<file path="src/rtl/traffic_pkg.sv">
// Shared types and constants for the traffic phase sequencer: state codes, lamp encodings,
// default dwell presets and the countdown width.
package traffic_pkg;

  localparam int unsigned TMR_W = 7;

  typedef enum logic [2:0] {
    StAllRed   = 3'd0,
    StNsGreen  = 3'd1,
    StNsYellow = 3'd2,
    StEwGreen  = 3'd3,
    StEwYellow = 3'd4,
    StPedWalk  = 3'd5
  } phase_e;

  localparam logic [2:0] LAMP_RED = 3'b100;
  localparam logic [2:0] LAMP_YEL = 3'b010;
  localparam logic [2:0] LAMP_GRN = 3'b001;

  localparam logic [TMR_W-1:0] T_GREEN_DEF  = 7'd30;
  localparam logic [TMR_W-1:0] T_YELLOW_DEF = 7'd4;
  localparam logic [TMR_W-1:0] T_ALLRED_DEF = 7'd1;
  localparam logic [TMR_W-1:0] T_WALK_DEF   = 7'd10;

  typedef struct packed {
    logic [2:0] ns;
    logic [2:0] ew;
    logic       walk;
  } lamps_t;

  function automatic lamps_t decode_lamps(input phase_e p);
    lamps_t l;
    l = '{ns: LAMP_RED, ew: LAMP_RED, walk: 1'b0};
    unique case (p)
      StNsGreen:  l.ns = LAMP_GRN;
      StNsYellow: l.ns = LAMP_YEL;
      StEwGreen:  l.ew = LAMP_GRN;
      StEwYellow: l.ew = LAMP_YEL;
      StPedWalk:  l.walk = 1'b1;
      default:    l = '{ns: LAMP_RED, ew: LAMP_RED, walk: 1'b0};
    endcase
    return l;
  endfunction

endpackage

</file>
<file path="src/rtl/ped_req_sync.sv">
// Two-flop synchronizer for the raw pedestrian button followed by a rising-edge detector
// that emits a single-cycle pulse.
module ped_req_sync (
  input  logic clk,
  input  logic rst,
  input  logic req,
  output logic pulse
);

  // [0],[1] are the synchronizer stages, [2] holds the previous synchronized level.
  logic [2:0] sync_q;

  always_ff @(posedge clk or posedge rst) begin
    if (rst) begin
      sync_q <= '0;
    end else begin
      sync_q <= {sync_q[1:0], req};
    end
  end

  assign pulse = sync_q[1] & ~sync_q[2];

endmodule

</file>
<file path="src/rtl/traffic_phase_fsm.sv">
// Phase sequencer: walks the vehicle/pedestrian phases, loads the external countdown on every
// phase entry and advances when the countdown reports expiry.
module traffic_phase_fsm
  import traffic_pkg::*;
#(
  parameter logic [TMR_W-1:0] T_GREEN  = T_GREEN_DEF,
  parameter logic [TMR_W-1:0] T_YELLOW = T_YELLOW_DEF,
  parameter logic [TMR_W-1:0] T_ALLRED = T_ALLRED_DEF,
  parameter logic [TMR_W-1:0] T_WALK   = T_WALK_DEF
) (
  input  logic             clk,
  input  logic             rst,
  input  logic             ped_req,
  input  logic             tmr_active,
  output logic             tmr_start,
  output logic [TMR_W-1:0] tmr_preset,
  output logic [2:0]       ns_light,
  output logic [2:0]       ew_light,
  output logic             walk,
  output logic [2:0]       phase
);

  phase_e state_q, state_d;
  logic   next_dir_q, next_dir_d;  // 0 = NS, 1 = EW
  logic   ped_pending_q, ped_pending_d;
  logic   tmr_start_q;
  lamps_t lamps_q, lamps_d;
  logic   expire;
  logic   ped_pulse;
  logic   entering_walk;

  ped_req_sync u_ped_req_sync (
    .clk   (clk),
    .rst   (rst),
    .req   (ped_req),
    .pulse (ped_pulse)
  );

  // The count seen during the load cycle is stale, so expiry is masked while loading.
  assign expire = !tmr_active && !tmr_start_q;

  always_comb begin
    state_d    = state_q;
    next_dir_d = next_dir_q;
    if (expire) begin
      unique case (state_q)
        StNsGreen:  state_d = StNsYellow;
        StNsYellow: begin
          state_d    = StAllRed;
          next_dir_d = 1'b1;
        end
        StEwGreen:  state_d = StEwYellow;
        StEwYellow: begin
          state_d    = StAllRed;
          next_dir_d = 1'b0;
        end
        StAllRed:   state_d = ped_pending_q ? StPedWalk : (next_dir_q ? StEwGreen : StNsGreen);
        StPedWalk:  state_d = next_dir_q ? StEwGreen : StNsGreen;
        default:    state_d = StAllRed;
      endcase
    end
  end

  assign entering_walk = (state_d == StPedWalk) && (state_q != StPedWalk);

  // Clear on walk entry dominates a coincident set; presses during the walk are dropped.
  always_comb begin
    ped_pending_d = ped_pending_q;
    if (entering_walk) begin
      ped_pending_d = 1'b0;
    end else if (ped_pulse && (state_q != StPedWalk)) begin
      ped_pending_d = 1'b1;
    end
  end

  always_comb begin
    tmr_preset = T_ALLRED;
    unique case (state_q)
      StNsGreen, StEwGreen:   tmr_preset = T_GREEN;
      StNsYellow, StEwYellow: tmr_preset = T_YELLOW;
      StPedWalk:              tmr_preset = T_WALK;
      default:                tmr_preset = T_ALLRED;
    endcase
  end

  assign lamps_d = decode_lamps(state_d);

  always_ff @(posedge clk or posedge rst) begin
    if (rst) begin
      state_q       <= StAllRed;
      next_dir_q    <= 1'b0;
      ped_pending_q <= 1'b0;
      tmr_start_q   <= 1'b1;
      lamps_q       <= '{ns: LAMP_RED, ew: LAMP_RED, walk: 1'b0};
    end else begin
      state_q       <= state_d;
      next_dir_q    <= next_dir_d;
      ped_pending_q <= ped_pending_d;
      tmr_start_q   <= (state_d != state_q);
      lamps_q       <= lamps_d;
    end
  end

  assign tmr_start = tmr_start_q;
  assign ns_light  = lamps_q.ns;
  assign ew_light  = lamps_q.ew;
  assign walk      = lamps_q.walk;
  assign phase     = state_q;

endmodule

</file>
<file path="config.mk">
export PLATFORM = sky130hd
export DESIGN_NAME = traffic_phase_fsm
export DESIGN_NICKNAME = d
export VERILOG_FILES = /design/src/rtl/traffic_pkg.sv /design/src/rtl/ped_req_sync.sv /design/src/rtl/traffic_phase_fsm.sv
export SDC_FILE = /design/constraint.sdc
export NUM_CORES = 1
export LEC_CHECK = 0
export ABC_AREA = 1
export CELL_PAD_IN_SITES_DETAIL_PLACEMENT = 0
export CELL_PAD_IN_SITES_GLOBAL_PLACEMENT = 1
export CORE_MARGIN = 1
export CORE_UTILIZATION = 34
export CTS_CLUSTER_DIAMETER = 60
export DETAILED_ROUTE_END_ITERATION = 8
export PLACE_DENSITY_LB_ADDON = 0.1
export SLEW_MARGIN = 10
export SYNTH_ARGS = -nofsm -noshare
export SYNTH_HDL_FRONTEND = slang
export SYNTH_SLANG_ARGS = --single-unit
</file>
<file path="constraint.sdc">
create_clock -name clk -period 1.4 [get_ports clk]
set_clock_uncertainty 0.05 [all_clocks]
set_input_delay 0.21 -clock clk [delete_from_list [all_inputs] [get_ports clk]]
set_output_delay 0.21 -clock clk [all_outputs]
set_load 0.02 [all_outputs]
</file>
# [Word level (Yosys, flattened, before mapping)]
# Cells that the tools add are included.
[totals] regBits=16 input_bits=4 output_inout_bits=18 wordCells=44
[classes] n_reduce_logical=11 bitwise_logic=2 eq_ne=12 mux=11
[ops] operator="$pmux 5 s3" count=1
[ops] operator="$eq 3x2->1 const B" count=4
[ops] operator="$eq 3x3->1 const B" count=4
[ops] operator="$pmux 3 s2" count=2
[ops] operator="$pmux 3 s4" count=1
[ops] operator="$eq 3x1->1 const B" count=2
[ops] operator="$mux 3" count=2
[ops] operator="$reduce_bool 2->1" count=2
[ops] operator="$reduce_or 2->1" count=2
[ops] operator="$logic_and 1x1->1" count=3
[ops] operator="$logic_not 3->1" count=1
[ops] operator="$mux 1" count=3
[ops] operator="$ne 3x3->1" count=1
[ops] operator="$ne 3x3->1 const B" count=1
[ops] operator="$logic_not 1->1" count=2
[ops] operator="$mux 2" count=1
[ops] operator="$pmux 1 s2" count=1
[ops] operator="$reduce_and 2->1" count=1
[ops] operator="$and 1x1->1" count=1
[ops] operator="$not 1->1" count=1

# [Longest topological paths before layout]
# Gate-level depths: netlist of the first run.
[logic_depth] ltp_word=7 mapped_depth=9 mapped_depth_nobuf=9

# [By module]
# From an unflattened synthesis of the first run, not the netlist that was laid out.
[hier_totals] hier_cells=74 area_unflattened_um2=688.2
[modules_own_cells] mod="traffic_phase_fsm" area_each_um2=599.3 seq_area_each_um2=329.1 cells_per_inst=68 instances=1
[modules_own_cells] mod="ped_req_sync" area_each_um2=88.8 seq_area_each_um2=75.1 cells_per_inst=6 instances=1

# [Worst setup path after synthesis of the first run]
# Ideal clock, no wire load.
[synth_timing] path_type="register to output" from="reg state_q[2], in the netlist phase[2]" to="out tmr_preset[0]" slack_ns=-0.331 n_path_buf=1 stages_incl_launch_ff=6 arrival_time_ns=1.471 t_required_ns=1.140 cell_sequence="dfrtp_1 buf_6 nor3_1 a21oi_1 o21ai_0 nor2_1"
[synth_via] elab_chain_cells=3 elab_cells_between_ends=8 classes_between="5 x eq/ne; 1 x mux; 2 x reduce/logical"
[synth_rtl] item="start, declared" line="traffic_phase_fsm.sv:23" rtl="phase_e state_q, state_d;"
[synth_rtl] item="start signal, assigned" line="traffic_phase_fsm.sv:90" rtl="state_q <= StAllRed;"
[synth_rtl] item="start signal, assigned" line="traffic_phase_fsm.sv:96" rtl="state_q <= state_d;"
[synth_rtl] item="$eq 3x2->1, or another cell as far along" line="traffic_phase_fsm.sv:78" rtl="unique case (state_q)"
[synth_rtl] item="$reduce_or 2->1" line="traffic_phase_fsm.sv:78"
[synth_rtl] item="$pmux 5 s3 *" line="traffic_phase_fsm.sv:78"
[synth_rtl] item="end, declared" line="traffic_phase_fsm.sv:16" rtl="output logic [TMR_W-1:0] tmr_preset,"
# Every way passes the cells marked *; elsewhere a longest branch is shown, timed or not.

# [Worst setup path after layout of the first run]
[layout_timing] from="reg state_q[1], in the netlist phase[1]" to="out tmr_preset[0]"
# The elaborated chain is that of the path after synthesis.

==> metrics.txt, run 1 <==
area share of fa/ha/maj cells after synthesis 0%; dpl ws -0.351 ns; number of diodes 0; Synth Warn # 0; fraction of layout cells with a size suffix above 1 between 50% and 60%; max-slew violations 0; hold_buf cts 0; initial antenna violation count 0; register area share after synthesis between 50% and 60%; DRC 0; dpl cells 132; final core occ a little under three fifths; Arr. time, crit path approximately 1.3 ns; Synth Register Bits 16; final wirelength between 1000 and 1500 um; Root Driver clkbuf_4; design area 1110 um2; first-pass GRT wire length 2590 um; combinational family with the most area after synthesis simple AND/OR/NAND/NOR gates; Placer Congestion ~0.77; core area roughly 2000 um2; mean post-synth cell area 9.98 um2; failing checks negative setup slack; CP Class flip-flop to primary output; Mapped Cells 75; fin crit period between 1.5 and 2 ns; Die Area 2390 um2; FP Rows 16; RSZ-0062 raised after global routing true; Die Y between 40 and 50 um; Top Ports 22; Initial Util about 37%; Tot GR Track Use approximately 15%; DRT iter0 DRCs 0; maximum root-to-sink buffer count 2; TritonCTS clock tree done; Register Area 407 um2; first-pass iteration count of the detailed router 1; total grt overflow 0; H-tree levels 1; Synth Area in XOR/XNOR 0%; WL/cell 10.7 um; Cell Area, Synth about 750 um2; Yosys cell types 21; clock sinks 16; number of global-route vias before repair ~620; max_cap viols 0; HP Class input pin to asynchronous set/reset pin; Die X a little under 50 um; cts bufs inserted 3; worst skew pair latency 0.29 ns; maximum VDD drop just over 0.9 mV; post-synthesis compound-gate area fraction between 2 and 3%; part of the cycle the worst path needs 111%; Overall Power 2.58 mW; routed vias/inst around 4.4; final setup fails 14; mux cell area share after synthesis 0%; largest net degree at the start of global routing 17; Setup WS post-layout -0.157 ns; Area Overhead vs Synth 49.0%; Multi-input gate area about 330 um2; Filler Cell Count roughly 190; final hold slack roughly 0.17 ns; post-DP HPWL 1060 um; Crit Path Max Fanout 4; vias between 500 and 600; most frequent cells in the layout 18 x buf_4, 11 x dfrtp_1, 10 x nand2_1; Nets roughly 120; Max Clk Rate approximately 640 MHz; ANT nets after route 0; DP Area around 1100 um2; LEAKAGE between 0.5 and 0.6 nW; Pwr Density around 2300 nW/um2; Simple-Gate Fraction of Synth Area around a third; final hold violation count 0; required time worst endpoint ~1.1 ns; Final TNS setup -1.05 ns; outcome finished with violations; critical path launch point type flip-flop; Worst-path clk slew approximately 0.090 ns; Buffers on Ports 19; Non-Filler Instances between 100 and 150; commonest non-fill, non-tap cell in the layout buf_4; Setup crit end kind primary output
area by class of cell:
class                           count  share of cell area [%]
Multi-Input combinational cell     45                    29.5
Timing Repair Buffer               34                    24.5
Clock buffer                        4                    2.36
Sequential cell                    16                    36.5
Tap cell                           27                    3.03
Inverter                           11                    4.15
critical path, stage by stage (launching register included):
cell	delay, ns
dfrtp_1	0.43
inv_2	0.07
nor3_4	0.20
a21oi_2	0.06
o21ai_2	0.07
nor2_2	0.05
buf_6	0.12
final timing paths:
kind / start / end / slack (ns) / depth (start not counted)
max reg2reg: phase[1]$_DFF_PP0_ / ped_pending_q$_DFFE_PP0P_ / -0.13 / 11
max: phase[1]$_DFF_PP0_ / tmr_preset[0] / -0.16 / 6
min: rst / ns_light[1]$_DFF_PP0_ / 0.17 / 3
min reg2reg: u_ped_req_sync.sync_q[0]$_DFF_PP0_ / u_ped_req_sync.sync_q[1]$_DFF_PP0_ / 0.32 / 0
min in group clk: ped_req / u_ped_req_sync.sync_q[0]$_DFF_PP0_ / 0.30 / 1
max in group asynchronous: rst / ew_light[2]$_DFF_PP1_ / 0.88 / 3
registers in the layout (all words and copies together), names as in the netlist:
signal                 cells
phase                      3
walk                       1
ew_light                   3
u_ped_req_sync.sync_q      3
tmr_start                  1
ped_pending_q              1
ns_light                   3
next_dir_q                 1
power by group:
part	internal (mW)	total, mW	leakage (nW)	switching (mW)
clock	0.111	0.254	0.0150	0.143
sequential	0.625	0.736	0.190	0.111
combinational	0.667	1.59	0.354	0.920
logic make-up after synthesis:
group | Yosys count
DFF | 16
AOI/OAI and AO/OA | 4
buffers and inverters | 15
and+or+nand+nor | 39
other | 1
layer usage:
metal  track usage, %  wire length [um]
met5                0                 0
met4             8.82                40
met3             3.43                58
met2             25.2               760
met1             16.1               606
cell usage after synthesis:
| library cell | instances | share of area, % |
|---|---|---|
| dfrtp_1 | 13 | 43 |
| nor3_1 | 1 | 0.67 |
| nand2_4 | 4 | 6.0 |
| nor2_2 | 3 | 2.5 |
| nor2_4 | 2 | 3.0 |
| conb_1 | 1 | 0.50 |
| nor3_2 | 2 | 2.7 |
| nand2_1 | 11 | 5.5 |
| inv_2 | 5 | 2.5 |
| inv_1 | 6 | 3.0 |
| nor2_1 | 5 | 2.5 |
| o21ai_0 | 2 | 1.3 |
| nand4_1 | 1 | 0.84 |
| nand3b_1 | 1 | 1.0 |
| nand3_2 | 2 | 2.7 |
| buf_4 | 3 | 3.0 |
| dfstp_2 | 3 | 11 |
| a21oi_1 | 2 | 1.3 |
| nand3_1 | 3 | 2.0 |
| nand2_2 | 4 | 3.3 |
| buf_6 | 1 | 1.5 |
what timing repair did:
action | CTS | global route
endpoints found under the setup margin | 22 | 18
gates resized for setup | 56 | 13
pin swaps | 2 | 0
buffers inserted | 1 | 0
endpoints found under the hold margin | 0 | 0
Note: power is estimated with default switching activity, not from simulation.
==> inputs of run 2 (changes only) <==
--- a/config.mk
+++ b/config.mk
@@ -12,7 +12,8 @@
 export CORE_UTILIZATION = 34
 export CTS_CLUSTER_DIAMETER = 60
 export DETAILED_ROUTE_END_ITERATION = 8
-export PLACE_DENSITY_LB_ADDON = 0.1
+export GPL_ROUTABILITY_DRIVEN = 0
+export PLACE_DENSITY = 0.88
 export SLEW_MARGIN = 10
 export SYNTH_ARGS = -nofsm -noshare
 export SYNTH_HDL_FRONTEND = slang
==> metrics.txt, run 2 (synthesis results as in run 1) <==
post-DP HPWL approximately 1100 um; DP Area about 1000 um2; FP Rows 16; Filler Cell Count 192; initial antenna violation count 0; Setup WS post-layout -0.147 ns; outcome finished with violations; RSZ-0062 raised after global routing true; max-slew violations 0; first-pass GRT wire length around 2500 um; Max Clk Rate ~650 MHz; Top Ports 22; Die Y ~49 um; Pwr Density about 2400 nW/um2; maximum VDD drop between 1 and 1.5 mV; fin crit period roughly 1.5 ns; Reg2Reg Setup Slack -0.07 ns; critical path launch point type flip-flop; required time worst endpoint 1.14 ns; CP Buf/Inv Count 1; Critical Path Max Stage Delay roughly 0.47 ns; DRC 0; worst skew pair latency ~0.28 ns; routed vias/inst ~4.5; TritonCTS clock tree done; Crit path max-delay family flip-flops; Area Overhead vs Synth 53.8%; clock sinks 16; part of the cycle the worst path needs 110%; vias between 600 and 700; Worst-path clk slew about 0.090 ns; number of diodes 0; r2r startpoint phase[0]$_DFF_PP0_; hold_buf cts 0; Initial Util ~37%; most frequent cells in the layout 11 x dfrtp_1, 11 x buf_4, 10 x nand2_1; HP Class input pin to asynchronous set/reset pin; final core occ between 50% and 60%; Crit Reg-Reg Endpoint ped_pending_q$_DFFE_PP0P_; worst r2r path cells 10; Die X around 49 um; LEAKAGE approximately 0.57 nW; core area around 2000 um2; total grt overflow 0; final setup fails 12; number of global-route vias before repair between 600 and 700; final wirelength between 1000 and 1500 um; CP Class flip-flop to primary output; Setup crit end kind primary output; design area 1150 um2; Arr. time, crit path around 1.3 ns; Final TNS setup -0.674 ns; Nets 115; Root Driver clkbuf_4; cts bufs inserted 3; Tot GR Track Use 14.0%; DRT iter0 DRCs 3; critical path cell sequence nor3_4 > a21oi_2 > o21ai_2 > nor2_2 > buf_6; failing checks negative setup slack; Crit Path Max Fanout 4; fraction of layout cells with a size suffix above 1 between 50 and 60%; first-pass iteration count of the detailed router 2; maximum root-to-sink buffer count 2; max_cap viols 0; final hold violation count 0; slowest cell on the critical path dfrtp_2; H-tree levels 1; WL/cell around 11 um; final hold slack about 0.18 ns; ANT nets after route 0; Buffers on Ports 19; largest net degree at the start of global routing 17; Die Area about 2400 um2
## run 2: cell types whose count changed in the layout (fill, tap and decap cells not counted), moves of 2 or more
cell / before / now
nand2_4: 6 / 4
nand2_2: 3 / 5
buf_4: 18 / 11
buf_6: 3 / 9
## run 2: worst max path at each step
stage | start | to | slack [ns] | cells past startpoint
floorplan | phase[2]$_DFF_PP0_ | tmr_preset[0] | -0.11 | 5
global placement | phase[1]$_DFF_PP0_ | tmr_preset[0] | -0.31 | 6
detailed placement | phase[1]$_DFF_PP0_ | tmr_preset[0] | -0.33 | 6
CTS | phase[1]$_DFF_PP0_ | tmr_preset[0] | -0.18 | 6
global route | phase[1]$_DFF_PP0_ | tmr_preset[0] | -0.25 | 6
finish | phase[2]$_DFF_PP0_ | tmr_preset[0] | -0.15 | 5
## run 2: layout make-up
| class | instances | area (um2) | share of cell area (%) |
|---|---|---|---|
| multi-input cells | 45 | 333 | 28.9 |
| inverters | 11 | 48.8 | 4.24 |
| flip-flops and latches | 16 | 407 | 35.3 |
| well taps | 27 | 33.8 | 2.93 |
| repair buffers | 34 | 293 | 25.4 |
| clock buffers | 4 | 36.3 | 3.15 |
## run 2: report_power, final
part / switching [mW] / leakage, nW / internal [mW]
registers: 0.112 / 0.190 / 0.625
logic: 0.947 / 0.355 / 0.728
clock network: 0.139 / 0.0210 / 0.158
## run 2: routing by layer
layer / track usage [%] / vias to the layer above / share of wire [%]
met2: 24.8 / 15 / 54
met3: 4.36 / 0 / 5.3
met5: 0 / - / 0
li1: - / 299 / -
met1: 15.4 / 297 / 41
met4: 5.88 / 0 / 0
## run 2: through the flow
stage                     setup WS, ns  power (mW)  std cells
final                           -0.147        2.71        137
after global routing            -0.252        2.90        137
after CTS                       -0.178        2.54        136
after detailed placement        -0.334        2.23        131
after global placement          -0.314        2.21        131
after floorplan                 -0.106        1.61         76
## run 2: tightest hold or removal path: stages
cell	delay [ns]
clkdlybuf4s50_1	0.39
inv_1	0.05
buf_4	0.23
## run 2: timing repair
action | in CTS | in global routing
setup endpoints to repair | 23 | 18
buffers inserted | 1 | 1
resized for setup | 58 | 17
pin swaps | 4 | 3
==> inputs of run 3 (changes only) <==
--- a/config.mk
+++ b/config.mk
@@ -9,11 +9,12 @@
 export CELL_PAD_IN_SITES_DETAIL_PLACEMENT = 0
 export CELL_PAD_IN_SITES_GLOBAL_PLACEMENT = 1
 export CORE_MARGIN = 1
-export CORE_UTILIZATION = 34
+export CORE_UTILIZATION = 36
 export CTS_CLUSTER_DIAMETER = 60
+export CTS_CLUSTER_SIZE = 30
 export DETAILED_ROUTE_END_ITERATION = 8
 export GPL_ROUTABILITY_DRIVEN = 0
-export PLACE_DENSITY = 0.88
+export PLACE_DENSITY = 0.92
 export SLEW_MARGIN = 10
 export SYNTH_ARGS = -nofsm -noshare
 export SYNTH_HDL_FRONTEND = slang
==> constraint.sdc (replaced) <==
create_clock -name clk -period 1.9 [get_ports clk]
set_clock_uncertainty 0.05 [all_clocks]
set_input_delay 0.285 -clock clk [delete_from_list [all_inputs] [get_ports clk]]
set_output_delay 0.285 -clock clk [all_outputs]
set_load 0.02 [all_outputs]
==> metrics.txt, run 3 (synthesis results as in run 1) <==
outcome finished clean; routed vias/inst 4.43; maximum root-to-sink buffer count 2; dpl ws 0.0452 ns; max-slew violations 0; post-DP HPWL 1120 um; required time worst endpoint 1.56 ns; cts bufs inserted 3; most frequent cells in the layout 14 x clkdlybuf4s50_1, 12 x dfrtp_1, 11 x nand2_1; Nets roughly 100; HP Class input pin to asynchronous set/reset pin; ANT nets after route 0; LEAKAGE about 0.47 nW; number of global-route vias before repair between 500 and 600; final core occ about half; worst skew pair latency approximately 0.3 ns; Crit path max-delay family buffers and inverters; Buffers on Ports 19; Arr. time, crit path about 1.5 ns; design area just under 1000 um2; dpl cells between 100 and 150; maximum VDD drop 0.660 mV; Root Driver clkbuf_4; Initial Util between 30% and 40%; Setup crit end kind primary output; Worst-path clk slew 0.09 ns; CP Class flip-flop to primary output; core area between 1500 and 2000 um2; Setup WS post-layout ~0.11 ns; worst r2r path cells 9; DRC 0; largest net degree at the start of global routing 17; clock sinks 16; Slew HR about three fifths; H-tree levels 1; Die X about 48 um; r2r startpoint phase[2]$_DFF_PP0_; DP Area 965 um2; WL/cell 11.5 um; slowest cell on the critical path clkdlybuf4s50_1; Post-CTS Repair Setup Buffers 0; FP Rows 16; Tightest Pin Transition 0.591 ns; part of the cycle the worst path needs 94.4%; Non-Filler Instances ~130; WL met2 about 800 um; CP Buf/Inv Count 1; max_cap viols 0; hold_buf cts 0; Reg2Reg Setup Slack ~0.53 ns; Top Ports 22; fraction of layout cells with a size suffix above 1 between 30% and 40%; first-pass GRT wire length approximately 2200 um; Top Layer Used met4; final setup fails 0; Max Clk Rate around 560 MHz; Critical Path Max Stage Delay around 0.6 ns; final hold slack 0.296 ns; TritonCTS clock tree done; DRT iter0 DRCs 0; Die Y about 48 um; fin crit period 1.79 ns; initial antenna violation count 0; critical path cell sequence clkdlybuf4s50_1; Tot GR Track Use 15.2%; Die Area about 2300 um2; Final TNS setup 0 ns; met3 wire length 60 um; Crit Path Max Fanout 2; M1 wire length 544 um; final wirelength between 1000 and 1500 um; number of diodes 0; Area Overhead vs Synth 32.1%; RSZ-0062 raised after global routing false; Overall Power 1.69 mW; Pwr Density ~1700 nW/um2; total grt overflow 0; first-pass iteration count of the detailed router 1; final hold violation count 0; Crit Reg-Reg Endpoint ped_pending_q$_DFFE_PP0P_; vias approximately 550; commonest non-fill, non-tap cell in the layout clkdlybuf4s50_1; critical path launch point type flip-flop
## run 3: cell count changes in the layout (fill, tap and decap cells not counted), moves of 3 or more
| cell | delta |
|---|---|
| buf_4 | -8 |
| clkdlybuf4s50_1 | +11 |
| nor3_4 | -3 |
| buf_6 | -9 |
| buf_2 | -4 |
## run 3: routing by layer
| metal | track usage [%] | vias to the layer above |
|---|---|---|
| li1 | - | 274 |
| met1 | 13.9 | 260 |
| met2 | 28.8 | 15 |
| met3 | 4.53 | 5 |
| met4 | 10.0 | 0 |
| met5 | 0 | - |
## run 3: worst max-delay path by stage
stage / start / to / slack (ns) / cells after the start
after floorplan: phase[2]$_DFF_PP0_ / tmr_preset[0] / 0.09 / 5
after global placement: phase[1]$_DFF_PP0_ / tmr_preset[0] / 0.07 / 6
after detailed placement: phase[0]$_DFF_PP0_ / tmr_preset[0] / 0.05 / 5
after CTS: phase[0]$_DFF_PP0_ / tmr_preset[2] / 0.01 / 4
after global routing: phase[1]$_DFF_PP0_ / tmr_preset[0] / 0.04 / 6
final: tmr_start$_DFF_PP1_ / tmr_start / 0.11 / 1
## run 3: power breakdown
group	switching (mW)	internal, mW
Combinational	0.568	0.362
Clock	0.108	0.117
Sequential	0.0745	0.459
## run 3: final cells by class
class	count	area, um2
flip-flops and latches	16	405
fillers	197	973
clock buffers	4	36.3
inverters	11	41.3
well taps	27	33.8
repair buffers	22	199
multi-input cells	45	273
## run 3: worst register-to-register path, delay by kind of cell (launching register included)
family	cells	cell delay [ns]
flops	1	0.42
simple gates	6	0.51
buf+inv	3	0.29
## run 3: repair_timing
action                                  CTS  global route
gates resized for setup                   6             5
pin swaps                                 0             0
endpoints found under the setup margin    5             2
cloned                                    0             0
